===== config.mk =====
export PLATFORM = sky130hd
export DESIGN_NAME = wb_data_if
export DESIGN_NICKNAME = d
export VERILOG_FILES = /design/src/rtl/wb_data_if.sv
export SDC_FILE = /design/constraint.sdc
export NUM_CORES = 1
export LEC_CHECK = 0
export BUFFER_PORTS_ARGS = -buffer_cell sky130_fd_sc_hd__buf_2
export CAP_MARGIN = 20
export CELL_PAD_IN_SITES_DETAIL_PLACEMENT = 1
export CELL_PAD_IN_SITES_GLOBAL_PLACEMENT = 1
export CORE_UTILIZATION = 35
export DETAILED_ROUTE_END_ITERATION = 8
export PLACE_DENSITY_LB_ADDON = 0.1
export RECOVER_POWER = 25
export SYNTH_ARGS = -nofsm -noshare
export SYNTH_HDL_FRONTEND = slang
export SYNTH_SLANG_ARGS = --single-unit

===== constraint.sdc =====
create_clock -name clk -period 6.9 [get_ports clk]
set_input_delay 0.69 -clock clk [delete_from_list [all_inputs] [get_ports clk]]
set_output_delay 0.69 -clock clk [all_outputs]
set_load 0.01 [all_outputs]

===== src/rtl/wb_data_if.sv =====
// wb_data_if: Wishbone master adapter for the core's data-memory port.
// Turns each ce-qualified request into one classic Wishbone cycle.
// It holds the pipeline with stallreq_o until the slave acks or the watchdog aborts.
// After an ack, it keeps load data visible while other units still stall the pipeline.
module wb_data_if #(
    parameter int unsigned TIMEOUT = 255
) (
    input  logic        clk,
    input  logic        rst,
    input  logic [5:0]  stall_i,
    input  logic        cpu_ce_i,
    input  logic [31:0] cpu_addr_i,
    input  logic [31:0] cpu_data_i,
    input  logic        cpu_we_i,
    input  logic [3:0]  cpu_sel_i,
    output logic [31:0] cpu_data_o,
    output logic        stallreq_o,
    output logic        bus_err_o,
    input  logic [31:0] wb_data_i,
    input  logic        wb_ack_i,
    output logic [31:0] wb_addr_o,
    output logic [31:0] wb_data_o,
    output logic        wb_we_o,
    output logic [3:0]  wb_sel_o,
    output logic        wb_stb_o,
    output logic        wb_cyc_o
);

    typedef enum logic [1:0] {
        IDLE           = 2'd0,
        BUSY           = 2'd1,
        WAIT_FOR_STALL = 2'd2
    } state_t;

    // Watchdog value seen in the TIMEOUT-th BUSY cycle (counter starts at 0).
    localparam logic [15:0] WDOG_LAST = 16'(TIMEOUT - 1);

    state_t      r_state;
    state_t      w_state_next;
    logic [31:0] r_wb_addr;
    logic [31:0] r_wb_data;
    logic        r_wb_we;
    logic [3:0]  r_wb_sel;
    logic        r_wb_stb;
    logic        r_wb_cyc;
    logic        r_bus_err;
    logic [31:0] r_rd_buf;
    logic [15:0] r_wdog;

    logic        w_stalled;
    logic        w_ack;
    logic        w_timeout;
    logic        w_stallreq;
    logic [31:0] w_cpu_data;

    assign w_stalled = |stall_i;
    assign w_ack     = (r_state == BUSY) && wb_ack_i;
    // An ack in the same cycle takes priority over the watchdog abort.
    assign w_timeout = (r_state == BUSY) && !wb_ack_i && (r_wdog == WDOG_LAST);

    // State register.
    always_ff @(posedge clk or posedge rst) begin
        if (rst) begin
            r_state <= IDLE;
        end else begin
            r_state <= w_state_next;
        end
    end

    // Next-state logic, stall request and load-data return path.
    always_comb begin
        w_state_next = r_state;
        w_stallreq   = 1'b0;
        w_cpu_data   = 32'd0;
        case (r_state)
            IDLE: begin
                w_stallreq = cpu_ce_i;
                if (cpu_ce_i) begin
                    w_state_next = BUSY;
                end
            end
            BUSY: begin
                if (w_ack || w_timeout) begin
                    w_state_next = w_stalled ? WAIT_FOR_STALL : IDLE;
                    if (w_ack && !r_wb_we) begin
                        w_cpu_data = wb_data_i;
                    end
                end else begin
                    w_stallreq = 1'b1;
                end
            end
            WAIT_FOR_STALL: begin
                w_cpu_data = r_rd_buf;
                if (!w_stalled) begin
                    w_state_next = IDLE;
                end
            end
            default: begin
                w_state_next = IDLE;
            end
        endcase
    end

    // Bus registers, read buffer, watchdog and error pulse.
    always_ff @(posedge clk or posedge rst) begin
        if (rst) begin
            r_wb_addr <= 32'd0;
            r_wb_data <= 32'd0;
            r_wb_we   <= 1'b0;
            r_wb_sel  <= 4'd0;
            r_wb_stb  <= 1'b0;
            r_wb_cyc  <= 1'b0;
            r_bus_err <= 1'b0;
            r_rd_buf  <= 32'd0;
            r_wdog    <= 16'd0;
        end else begin
            r_bus_err <= 1'b0;
            case (r_state)
                IDLE: begin
                    if (cpu_ce_i) begin
                        r_wb_addr <= cpu_addr_i;
                        r_wb_data <= cpu_data_i;
                        r_wb_we   <= cpu_we_i;
                        r_wb_sel  <= cpu_sel_i;
                        r_wb_stb  <= 1'b1;
                        r_wb_cyc  <= 1'b1;
                        r_wdog    <= 16'd0;
                    end
                end
                BUSY: begin
                    r_wdog <= r_wdog + 16'd1;
                    if (w_ack || w_timeout) begin
                        r_wb_addr <= 32'd0;
                        r_wb_data <= 32'd0;
                        r_wb_we   <= 1'b0;
                        r_wb_sel  <= 4'd0;
                        r_wb_stb  <= 1'b0;
                        r_wb_cyc  <= 1'b0;
                        // Writes and aborted cycles leave zero in the buffer.
                        r_rd_buf  <= (w_ack && !r_wb_we) ? wb_data_i : 32'd0;
                        r_bus_err <= w_timeout;
                    end
                end
                default: begin
                    // WAIT_FOR_STALL holds the read buffer unchanged.
                end
            endcase
        end
    end

    assign wb_addr_o  = r_wb_addr;
    assign wb_data_o  = r_wb_data;
    assign wb_we_o    = r_wb_we;
    assign wb_sel_o   = r_wb_sel;
    assign wb_stb_o   = r_wb_stb;
    assign wb_cyc_o   = r_wb_cyc;
    assign bus_err_o  = r_bus_err;
    // Combinational outputs are forced low while reset is asserted.
    // This keeps a pending cpu_ce_i from raising a stall during reset.
    assign stallreq_o = w_stallreq & ~rst;
    assign cpu_data_o = rst ? 32'd0 : w_cpu_data;

endmodule


==> metrics.md, run 1 <==
| Metric | Value |
|---|---|
| Top_reg_cell synth | `dfrtp_1` |
| Site Rows | `44` |
| Worst-Margin Slew | `0.997 ns` |
| Synth Cell Area | `5200 um2` |
| Distinct cells, synth | `43` |
| Max stage delay cell, worst path | `buf_4` |
| Final GP Congestion | `0.698` |
| Synthesis-to-layout area growth | `32.2%` |
| Final ANT Viol Nets | `0` |
| Synthesized flop and latch total | `121` |
| Internal power | `1.95 mW` |
| Status | `finished, final reports clean` |
| Top Ports | `216` |
| DR WL/cell | `18.3 um` |
| Static Leakage | `3.47 nW` |
| DR vias | `4296` |
| Critical Path RT | `6.21 ns` |
| Fin. max-slew vios | `0` |
| Worst Setup SP | `r_state[1]` |
| Cell taking the most area after synthesis | `dfrtp_1` |
| Register share of total power | `36.6%` |
| Number of CTS-inserted buffers | `17` |
| I/O Buffers | `215` |
| GR Overflow Total | `0` |
| Fin crit period | `3.33 ns` |
| Worst Reg-to-Reg Cells | `6` |
| Post-synth top cells | `dfrtp_1, a22o_1, nor2_1, a22oi_1, clkbuf_1` |
| Hold_ws | `0.418 ns` |
| Final nets | `740` |
| Total GRT Usage | `20.3%` |
| Number of global-route vias before repair | `4478` |
| Count of final hold-check violations | `0` |
| Synthesis Warnings | `0` |
| Antenna Cells | `0` |
| Cell Chain, Critical Path | `inv_1 > ha_1 > nand2_1 > nor2_4 > buf_4 > a22oi_1 > nor2_1 > buf_2` |
| Fill cell count | `1656` |
| Post-Route WL | `15000 um` |
| Critical path launch point type | `flip-flop` |
| CTS tree | `done` |
| Post_cts resized | `0` |
| Unrepaired setup endpoints after global routing | `no` |
| Longest Clk Path Bufs | `2` |
| Final setup fails | `0` |
| Initial DRC Count | `172` |
| WP data arrival | `2.64 ns` |
| Setup TNS | `0 ns` |
| Max cap viols | `0` |
| Global-route wire length before repair | `23500 um` |
| Area of the core | `14500 um2` |
| Async SR Flop Fraction | `100%` |
| Type of the most critical hold path | `input port to async pin` |
| Die span in x | `124 um` |
| DRC | `0` |
| Register area share after synthesis | `58.2%` |
| Largest net degree at the start of global routing | `85` |
| Final worst-path cycle share | `48.3%` |
| Largest cells by area after synthesis | `dfrtp_1, a22o_1, a22oi_1, nor2_1, buf_6` |
| Crit-path max FO | `64` |
| Pwr per Cell Area | `432 nW/um2` |
| Syn nets | `537` |
| Worst vdd ir | `0.175 mV` |
| EDFF count, synth | `0` |
| Synth Area per Inst | `12.4 um2` |
| Initial antenna violation count | `2` |
| Initial Util | `35.8%` |
| Critical Path Sink Type | `primary output` |
| Postcts setup bufs | `0` |
| CP peak stage delay | `0.52 ns` |
| Worst R2R Setup Slack | `4.56 ns` |
| Sw Share | `34.4%` |
| HPWL Detailed | `9990 um` |
| Worst r2r src | `r_state[1]` |
| Pre-antenna DRT Iters | `4` |
| Slew HR | `33.4%` |
| Synth Instances | `420` |
| Layout cell share with drive strength beyond 1 | `37.2%` |
| Clk pwr share | `30.2%` |
| Yosys top cell area share | `58.2%` |
| Final Skew | `0.00919 ns` |
| Die height | `124 um` |
| Combinational share of power | `33.2%` |
| P_sw | `1.02 mW` |
| Crit path kind | `flip-flop to primary output` |
| H-tree depth | `4` |
| Reg clk slew, reported paths | `0.05 ns` |
| Die area | `15300 um2` |
| Max Fclk | `300 MHz` |
| Cell with the most instances after synthesis | `dfrtp_1` |
| CTS Sinks | `121` |
| Via density | `5.25` |
| Root Driver | `clkbuf_16` |
| R2r endpoint | `wb_addr_o[13]` |
| Hold_buf cts | `0` |
| Clk_lat worst skew | `0.41 ns` |
-- metrics by stage --
stage	worst slack (ns)	std cells	utilization, %	instance area, um2	power [mW]
floorplan	2.06	420	-	5200	1.79
global placement	3.63	788	43.5	6320	2.07
detailed placement	3.52	788	43.5	6320	2.10
CTS	3.51	818	47.6	6920	3.02
global route	3.31	818	47.3	6870	3.15
finish	3.57	818	47.3	6870	2.97
-- how the worst max path moves through the flow --
stage	endpoint	slack, ns	cells after the start
2_1_floorplan	cpu_data_o[10]	2.06	4
3_3_place_gp	cpu_data_o[24]	3.63	5
3_5_place_dp	cpu_data_o[30]	3.52	5
4_1_cts	cpu_data_o[30]	3.51	8
5_1_grt	cpu_data_o[27]	3.31	5
6_report	cpu_data_o[30]	3.57	8
-- final cells by class --
| cell class | instances | area [um2] | share of cell area [%] |
|---|---|---|---|
| clock buffer | 22 | 474 | 6.90 |
| multi-input combinational | 258 | 1930 | 28.1 |
| tap | 184 | 230 | 3.35 |
| clock inverter | 8 | 120 | 1.75 |
| timing repair buffer | 220 | 1070 | 15.6 |
| sequential | 121 | 3030 | 44.1 |
| inverter | 5 | 21.3 | 0.309 |
-- power by group through the flow --
stage	Clock [mW]	Sequential [mW]	Combinational (mW)
2_1_floorplan	0	1.12	0.667
3_3_place_gp	0	1.08	0.984
3_5_place_dp	0	1.08	1.02
4_1_cts	0.917	1.08	1.02
5_1_grt	0.946	1.11	1.09
6_report	0.897	1.08	0.985
-- worst max-delay path: cells and delay by family, from the launching register on --
kind | cells | cell delay, ns
compound gates | 1 | 0.20
fa+ha+maj | 1 | 0.40
buf+inv | 3 | 0.80
flops | 1 | 0.40
simple gates | 3 | 0.42
-- per-layer routing --
metal | track usage [%] | share of wire, % | wire length (um)
met1 | 24.3 | 41 | 6170
met2 | 33.9 | 51 | 7600
met3 | 7.51 | 6.9 | 1040
met4 | 6.55 | 1.3 | 195
met5 | 0 | 0.067 | 10
-- cell families after synthesis --
family / synth area share [%]
xor gates and xnor gates: 1.18
and+or+nand+nor: 8.16
AOI/OAI and AO/OA: 25.4
muxes: 0.698
DFF: 58.2
adders and majority gates: 1.44
buffers and inverters: 4.93
-- sequential cells by signal (all words and copies together) (netlist names) --
register and count:
bus_err_o 1, r_rd_buf 32, r_state 2, r_wdog 16, wb_addr_o 32, wb_cyc_o 1
wb_data_o 32, wb_sel_o 4, wb_we_o 1
-- cell usage in the layout (no fill, tap or decap), types with 3 or more instances in the layout --
master | synthesis | routed
bufinv_16 | 0 | 3
buf_2 | 4 | 181
clkbuf_16 | 0 | 17
a22o_1 | 92 | 92
clkbuf_8 | 0 | 3
buf_4 | 2 | 5
nor2_1 | 43 | 41
o31ai_1 | 3 | 3
dfrtp_1 | 121 | 121
nand2_1 | 7 | 7
a22o_2 | 10 | 10
inv_1 | 5 | 4
nand4_1 | 5 | 5
a22oi_1 | 32 | 32
a21oi_1 | 7 | 7
or4_1 | 3 | 3
clkinv_2 | 0 | 3
clkbuf_1 | 18 | 36
ha_1 | 6 | 6
o21ai_0 | 7 | 7
xor2_1 | 7 | 7
nand3_1 | 6 | 6
or3_1 | 4 | 4
Note: power is estimated with default switching activity, not from simulation.
==> run 2: changes to the inputs <==
ABC_AREA = 1   (was not set)
CORE_UTILIZATION = 31   (was 35)
clock period = 2.7 ns   (was 6.9 ns; I/O delays follow)
==> run 2 against run 1 <==
Compared with the run above:
- the flow now finishes with violations (capacitance limit, slew limit)
- hold slack got worse by 0.33 ns
- flip-flop and latch count unchanged
- cell count increased by 39%
- final area increased by 7.3%
- synthesized area increased by 7.5%
- combinational power increased to 3.3 times the previous value
- global-route usage decreased by 0.56 points
- via count increased by 25%
- sequential share of layout area decreased by 3.0 points
- critical path type unchanged
==> metrics.md, run 2 <==
| Metric | Value |
|---|---|
| WP buf/inv | `3 (unchanged)` |
| I/O Buffers | `215 (unchanged)` |
| Max cap viols | `1 (+1)` |
| Cell taking the most area after synthesis | `dfrtp_1` |
| Post-Place Cells | `1104 (+40%)` |
| Critical Path Sink Type | `primary output` |
| Final worst-path cycle share | `93.6%` |
| Final setup fails | `0 (unchanged)` |
| Via density | `4.71 (-10%)` |
| Non-filler instance count after layout | `1136 (+39%)` |
| Cell Chain, Critical Path | `inv_1 > ha_2 > nand2_1 > nor2_2 > buf_6 > nand2_1 > a21oi_1 > buf_2` |
| Die span in x | `136 um (+10%)` |
| Final Skew | `0.00834 ns (-0.000847 ns)` |
| Static Leakage | `4.01 nW (+16%)` |
| Largest cells by area after synthesis | `dfrtp_1, nand2_1, nand3_1, a21oi_1, inv_1` |
| Fin crit period | `2.53 ns` |
| Top_reg_cell synth | `dfrtp_1` |
| Worst setup margin | `0.173 ns (-3.40 ns)` |
| Longest Clk Path Bufs | `2 (unchanged)` |
| Critical path launch point type | `flip-flop` |
| Most frequent cells in the layout | `nand2_1, buf_2, dfrtp_1` |
| Die area | `18600 um2 (+21%)` |
| DRC | `0 (unchanged)` |
| Synthesis-to-layout area growth | `31.9%` |
| Slew HR | `-12.2% (-46 points)` |
| Area of the core | `17500 um2 (+20%)` |
| Hold Path Stages | `3` |
| Fin. max-slew vios | `122 (+122)` |
| Pwr per Cell Area | `1130 nW/um2 (+160%)` |
| Synthesized flop and latch total | `121 (unchanged)` |
| Syn nets | `809 (+51%)` |
| CP delay by family, top | `buffers and inverters` |
| CP peak stage delay | `0.41 ns (-0.11 ns)` |
| Initial DRC Count | `277 (+61%)` |
| Global-route wire length before repair | `28700 um (+22%)` |
| Max Fclk | `396 MHz` |
| Worst-Margin Slew | `1.68 ns (+0.686 ns)` |
| CP most frequent cell | `nand2_1` |
| Initial Util | `32.0% (-3.8 points)` |
| Worst vdd ir | `0.545 mV (+210%)` |
| Setup TNS | `0 ns (unchanged)` |
| Worst path depth | `8 (unchanged)` |
| Total GRT Usage | `19.8% (-0.56 points)` |
| Die height | `136 um (+10%)` |
| Number of CTS-inserted buffers | `17 (unchanged)` |
| Status | `finished with violations` |
| WP data arrival | `2.26 ns (-0.38 ns)` |
| Hold_buf cts | `0 (unchanged)` |
| Crit path kind | `flip-flop to primary output` |
| CTS tree | `done` |
| Final GP Congestion | `0.799 (+14%)` |
| EDFF count, synth | `0 (unchanged)` |
| Crit-path max FO | `32 (-50%)` |
| Count of final hold-check violations | `0 (unchanged)` |
| Type of the most critical hold path | `input port to flip-flop` |
| Synth Area per Inst | `8.08 um2 (-35%)` |
| Register area share after synthesis | `54.2% (-4.1 points)` |
| Async SR Flop Fraction | `100% (unchanged)` |
| Synth Instances | `692 (+65%)` |
| Pre-CTS setup slack | `0.406 ns (-3.12 ns)` |
| DR WL/cell | `15.4 um (-16%)` |
| Initial antenna violation count | `1 (-1)` |
| Critical Path RT | `2.43 ns (-3.78 ns)` |
| Root Driver | `clkbuf_16` |
| Final nets | `1015 (+37%)` |
| DR vias | `5353 (+25%)` |
| Yosys top cell area share | `54.2% (-4.1 points)` |
| Clk_lat worst skew | `0.41 ns (about the same)` |
| Reg clk slew, reported paths | `0.06 ns (about the same)` |
| Post-Route WL | `17500 um (+16%)` |
| Distinct cells, synth | `24 (-44%)` |
| HPWL Detailed | `12100 um (+22%)` |
| Layout cell share with drive strength beyond 1 | `28.8% (-8.5 points)` |
| Site Rows | `48 (+9.1%)` |
| Pre-antenna DRT Iters | `4 (unchanged)` |
| Post-synth top cells | `nand2_1, dfrtp_1, nand3_1, inv_1, a21oi_1` |
| Final ANT Viol Nets | `0 (unchanged)` |
| Synthesis Warnings | `0 (unchanged)` |
| H-tree depth | `4 (unchanged)` |
| Commonest non-fill, non-tap cell in the layout | `nand2_1` |
| Largest net degree at the start of global routing | `122 (+44%)` |
| Number of global-route vias before repair | `5763 (+29%)` |
| Max stage delay cell, worst path | `dfrtp_1` |
| GR Overflow Total | `0 (unchanged)` |
| Cell with the most instances after synthesis | `nand2_1` |
| CTS Sinks | `121 (unchanged)` |
| Top Ports | `216 (unchanged)` |
| Worst Reg-to-Reg Cells | `10 (+4)` |
| Antenna Cells | `0 (unchanged)` |
| Synth Cell Area | `5590 um2 (+7.5%)` |
| Failing checks | `capacitance limit, slew limit` |
==> run 2: changes by cell type after synthesis, moves of 5 or more <==
cell / previous run / this run
a21oi_1: 7 / 41
a22o_1: 92 / 0
a22o_2: 10 / 0
a22oi_1: 32 / 0
buf_2: 4 / 11
buf_4: 2 / 7
clkbuf_1: 18 / 12
inv_1: 5 / 54
nand2_1: 7 / 261
nand3_1: 6 / 84
nor2_1: 43 / 31
o21ai_0: 7 / 38
xor2_1: 7 / 0
==> run 2: cell families after synthesis <==
family	count (synthesis)	synth area share (%)
flip-flops	121	54.2
adder cells (fa/ha/maj)	6	1.34
buffers and inverters	93	8.04
AO/OA/AOI/OAI	84	7.88
AND/OR/NAND/NOR	388	28.6
==> run 2: area by class of cell <==
| class | count | area [um2] |
|---|---|---|
| clock buffers | 21 | 460 |
| clock inverters | 11 | 98.8 |
| fillers | 2187 | 10100 |
| inverters | 55 | 208 |
| multi-input cells | 478 | 2120 |
| flip-flops and latches | 121 | 3030 |
| well taps | 225 | 282 |
| repair buffers | 225 | 1180 |
==> run 2: where the power goes <==
group / switching [mW] / total (mW) / internal [mW]
logic: 2.14 / 3.22 / 1.08
clock network: 0.817 / 2.13 / 1.31
registers: 0.409 / 2.95 / 2.55
total: 3.37 / 8.30 / 4.94
==> run 2: layer usage <==
metal	wire, um	up-vias	GRT usage (%)
li1	-	2617	-
met1	7750	2581	24.4
met2	8510	137	34.0
met3	1010	16	5.11
met4	188	2	5.31
met5	10	-	0
==> run 2: through the flow <==
step	cell area [um2]	utilization (%)	total power [mW]	hold slack (ns)
floorplan	5600	-	5.10	0.406
global placement	6820	39.0	6.10	0.449
detailed placement	6820	39.0	6.26	0.454
CTS	7380	42.3	8.45	0.0718
global route	7370	42.2	8.98	0.0760
finish	7370	42.2	8.30	0.0837
==> run 2: worst min-delay path, stage by stage <==
cell,delay (ns)
buf_2,0.07
nand3_1,0.06
nand2_1,0.06
==> run 2: path summary, 6_finish.rpt <==
kind / from / end / slack [ns]
min reg2reg: wb_data_o[19] / wb_data_o[19] / 0.46
max: r_state[1] / cpu_data_o[7] / 0.17
min in group asynchronous: rst / wb_addr_o[28] / 0.52
min: cpu_data_i[6] / wb_data_o[6] / 0.08
max reg2reg: r_state[1] / r_wdog[11] / 0.62
max in group asynchronous: rst / r_wdog[9] / 1.11
==> run 2: what timing repair did <==
item                       in CTS  in global routing
setup buffers                   0                  0
resized for setup               1                  1
setup endpoints to repair       6                 22
==> run 3: changes to the inputs <==
RECOVER_POWER = not set   (was 25)
REMOVE_ABC_BUFFERS = 1   (was not set)
==> run 3 against run 2 <==
Compared with the run above:
- non-clock buffer count up 1
- register-to-register slack worse by 0.07 ns
- the run now ends clean
- via count up 1.2%
==> metrics.md, run 3 (synthesis results as in run 2) <==
| Metric | Value |
|---|---|
| Critical Path Sink Type | `primary output` |
| Final Skew | `0.0111 ns (+0.00272 ns)` |
| Die height | `136 um (unchanged)` |
| Initial Util | `32.0% (unchanged)` |
| WP data arrival | `2.13 ns (-0.13 ns)` |
| Die area | `18600 um2 (unchanged)` |
| Fin. max-slew vios | `0 (-100%)` |
| Longest Clk Path Bufs | `2 (unchanged)` |
| Internal power | `4.94 mW (about the same)` |
| Status | `finished, final reports clean` |
| Largest net degree at the start of global routing | `122 (unchanged)` |
| DRC | `0 (unchanged)` |
| Sw Share | `40.6% (+0.051 points)` |
| Initial DRC Count | `237 (-14%)` |
| Postcts setup bufs | `0 (unchanged)` |
| Slew HR | `49.7% (+62 points)` |
| Final worst-path cycle share | `89.0% (-4.6 points)` |
| Top Ports | `216 (unchanged)` |
| Die span in x | `136 um (unchanged)` |
| Number of CTS-inserted buffers | `17 (unchanged)` |
| Clk pwr share | `26.6% (+1.0 points)` |
| Total GRT Usage | `19.7% (-0.040 points)` |
| Hold_buf cts | `0 (unchanged)` |
| H-tree depth | `4 (unchanged)` |
| Register share of total power | `35.3% (-0.3 points)` |
| Area of the core | `17500 um2 (unchanged)` |
| Via density | `4.76 (+1.0%)` |
| Worst Reg-to-Reg Cells | `7 (-3)` |
| Post-Place Cells | `1105 (+0.091%)` |
| Site Rows | `48 (unchanged)` |
| CTS tree | `done` |
| Max Fclk | `416 MHz (+5.2%)` |
| Post_cts resized | `0 (-1)` |
| DR WL/cell | `15.3 um (-0.64%)` |
| Placed cell areas | `6800 um2 (-0.27%)` |
| Max cap viols | `0 (-1)` |
| Number of global-route vias before repair | `5703 (-1.0%)` |
| Crit path kind | `flip-flop to primary output` |
| CP peak stage delay | `0.40 ns (about the same)` |
| Pre-antenna DRT Iters | `4 (unchanged)` |
| P_sw | `3.37 mW (+0.24%)` |
| Final Cell Area | `7400 um2 (+0.41%)` |
| Critical path launch point type | `flip-flop` |
| HPWL Detailed | `12000 um (-0.85%)` |
| Final cell utilization of the core | `42.4% (+0.17 points)` |
| Post-Route WL | `17400 um (-0.47%)` |
| Reg clk slew, reported paths | `0.06 ns (about the same)` |
| Final GP Congestion | `0.795 (-0.43%)` |
| Fin crit period | `2.40 ns (-0.125 ns)` |
| Non-filler instance count after layout | `1138 (+0.18%)` |
| Static Leakage | `4.02 nW (+0.30%)` |
| Global-route wire length before repair | `28500 um (-0.72%)` |
| Pwr per Cell Area | `1120 nW/um2 (-0.29%)` |
| Worst r2r src | `r_state[1]` |
| Final setup fails | `0 (unchanged)` |
| Type of the most critical hold path | `input port to async pin` |
| GR Overflow Total | `0 (unchanged)` |
| Initial antenna violation count | `2 (+1)` |
| Unrepaired setup endpoints after global routing | `no` |
| Clk_lat worst skew | `0.42 ns (about the same)` |
| CTS Sinks | `121 (unchanged)` |
| Cell Chain, Critical Path | `inv_1 > ha_4 > nand2_1 > nor2_2 > buf_4 > nand2_1 > a21oi_1 > buf_2` |
| Commonest non-fill, non-tap cell in the layout | `nand2_1` |
| Worst R2R Setup Slack | `0.55 ns (-0.07 ns)` |
| Worst-Margin Slew | `0.755 ns (-0.929 ns)` |
| Worst vdd ir | `0.574 mV (+5.3%)` |
| Max stage delay cell, worst path | `dfrtp_1` |
| R2r endpoint | `wb_data_o[9]` |
| Count of final hold-check violations | `0 (unchanged)` |
| CP most frequent cell | `nand2_1` |
| I/O Buffers | `215 (unchanged)` |
| Final ANT Viol Nets | `0 (unchanged)` |
| Most frequent cells in the layout | `nand2_1, buf_2, dfrtp_1` |
| Synthesis-to-layout area growth | `32.4%` |
| Critical Path RT | `2.43 ns (about the same)` |
| Crit-path max FO | `16 (-50%)` |
| DR vias | `5416 (+1.2%)` |
| Combinational share of power | `38.1% (-0.7 points)` |
| Final nets | `1016 (+0.099%)` |
| Layout cell share with drive strength beyond 1 | `29.2% (+0.41 points)` |
| Root Driver | `clkbuf_16` |
-- run 3: cell types whose count changed in the layout (fill, tap and decap cells not counted), moves of 2 or more --
cell        delta
clkinv_2       -3
clkbuf_1       -3
clkinvlp_4     +2
inv_6          +2
buf_4          +4
-- run 3: final cells by class --
cell class	instances	area [um2]
Timing Repair Buffer	226	1170
Inverter	55	209
Clock buffer	20	467
Clock inverter	12	116
Sequential cell	121	3030
Tap cell	225	282
Fill cell	2158	10100
Multi-Input combinational cell	478	2130
Antenna cell	1	2.50
-- run 3: metrics by stage --
step,worst slack [ns],TNS [ns],hold WS (ns),power (mW)
CTS,0.0267,0,0.0679,8.45
detailed placement,0.476,0,0.454,6.20
floorplan,-2.37,-208.05,0.406,4.76
finish,0.298,0,0.0618,8.31
global route,0.0886,0,0.0764,9.00
global placement,0.557,0,0.449,6.03
-- run 3: per-layer routing --
layer,GRT usage (%),part of all wire [%],vias up
li1,-,-,2616
met2,31.6,47,172
met4,8.46,2.6,2
met5,0,0.086,-
met3,8.05,8.3,30
met1,23.2,42,2596
-- run 3: worst max-delay path by stage --
stage          startpoint              to  slack, ns  cells after the start
2_1_floorplan         rst   cpu_data_o[0]      -2.37                      3
3_3_place_gp   r_state[1]   cpu_data_o[9]       0.56                      8
3_5_place_dp   r_state[1]   wb_data_o[25]       0.48                      7
4_1_cts        r_state[1]   cpu_data_o[9]       0.03                      8
5_1_grt        r_state[1]  cpu_data_o[30]       0.09                      8
6_report       r_state[1]   cpu_data_o[9]       0.30                      8
-- run 3: power by group through the flow --
stage | clock (mW) | sequential, mW | combinational [mW]
final | 2.21 | 2.94 | 3.17
after global routing | 2.35 | 3.04 | 3.62
after CTS | 2.27 | 2.94 | 3.24
after detailed placement | 0 | 2.96 | 3.24
after global placement | 0 | 2.92 | 3.11
after floorplan | 0 | 3.14 | 1.62
-- run 3: critical path: cells and delay by family, from the launching register on --
kind	cells	cell delay, ns
fa+ha+maj	1	0.22
flops	1	0.40
buf+inv	3	0.55
simple gates	3	0.36
compound gates	1	0.19
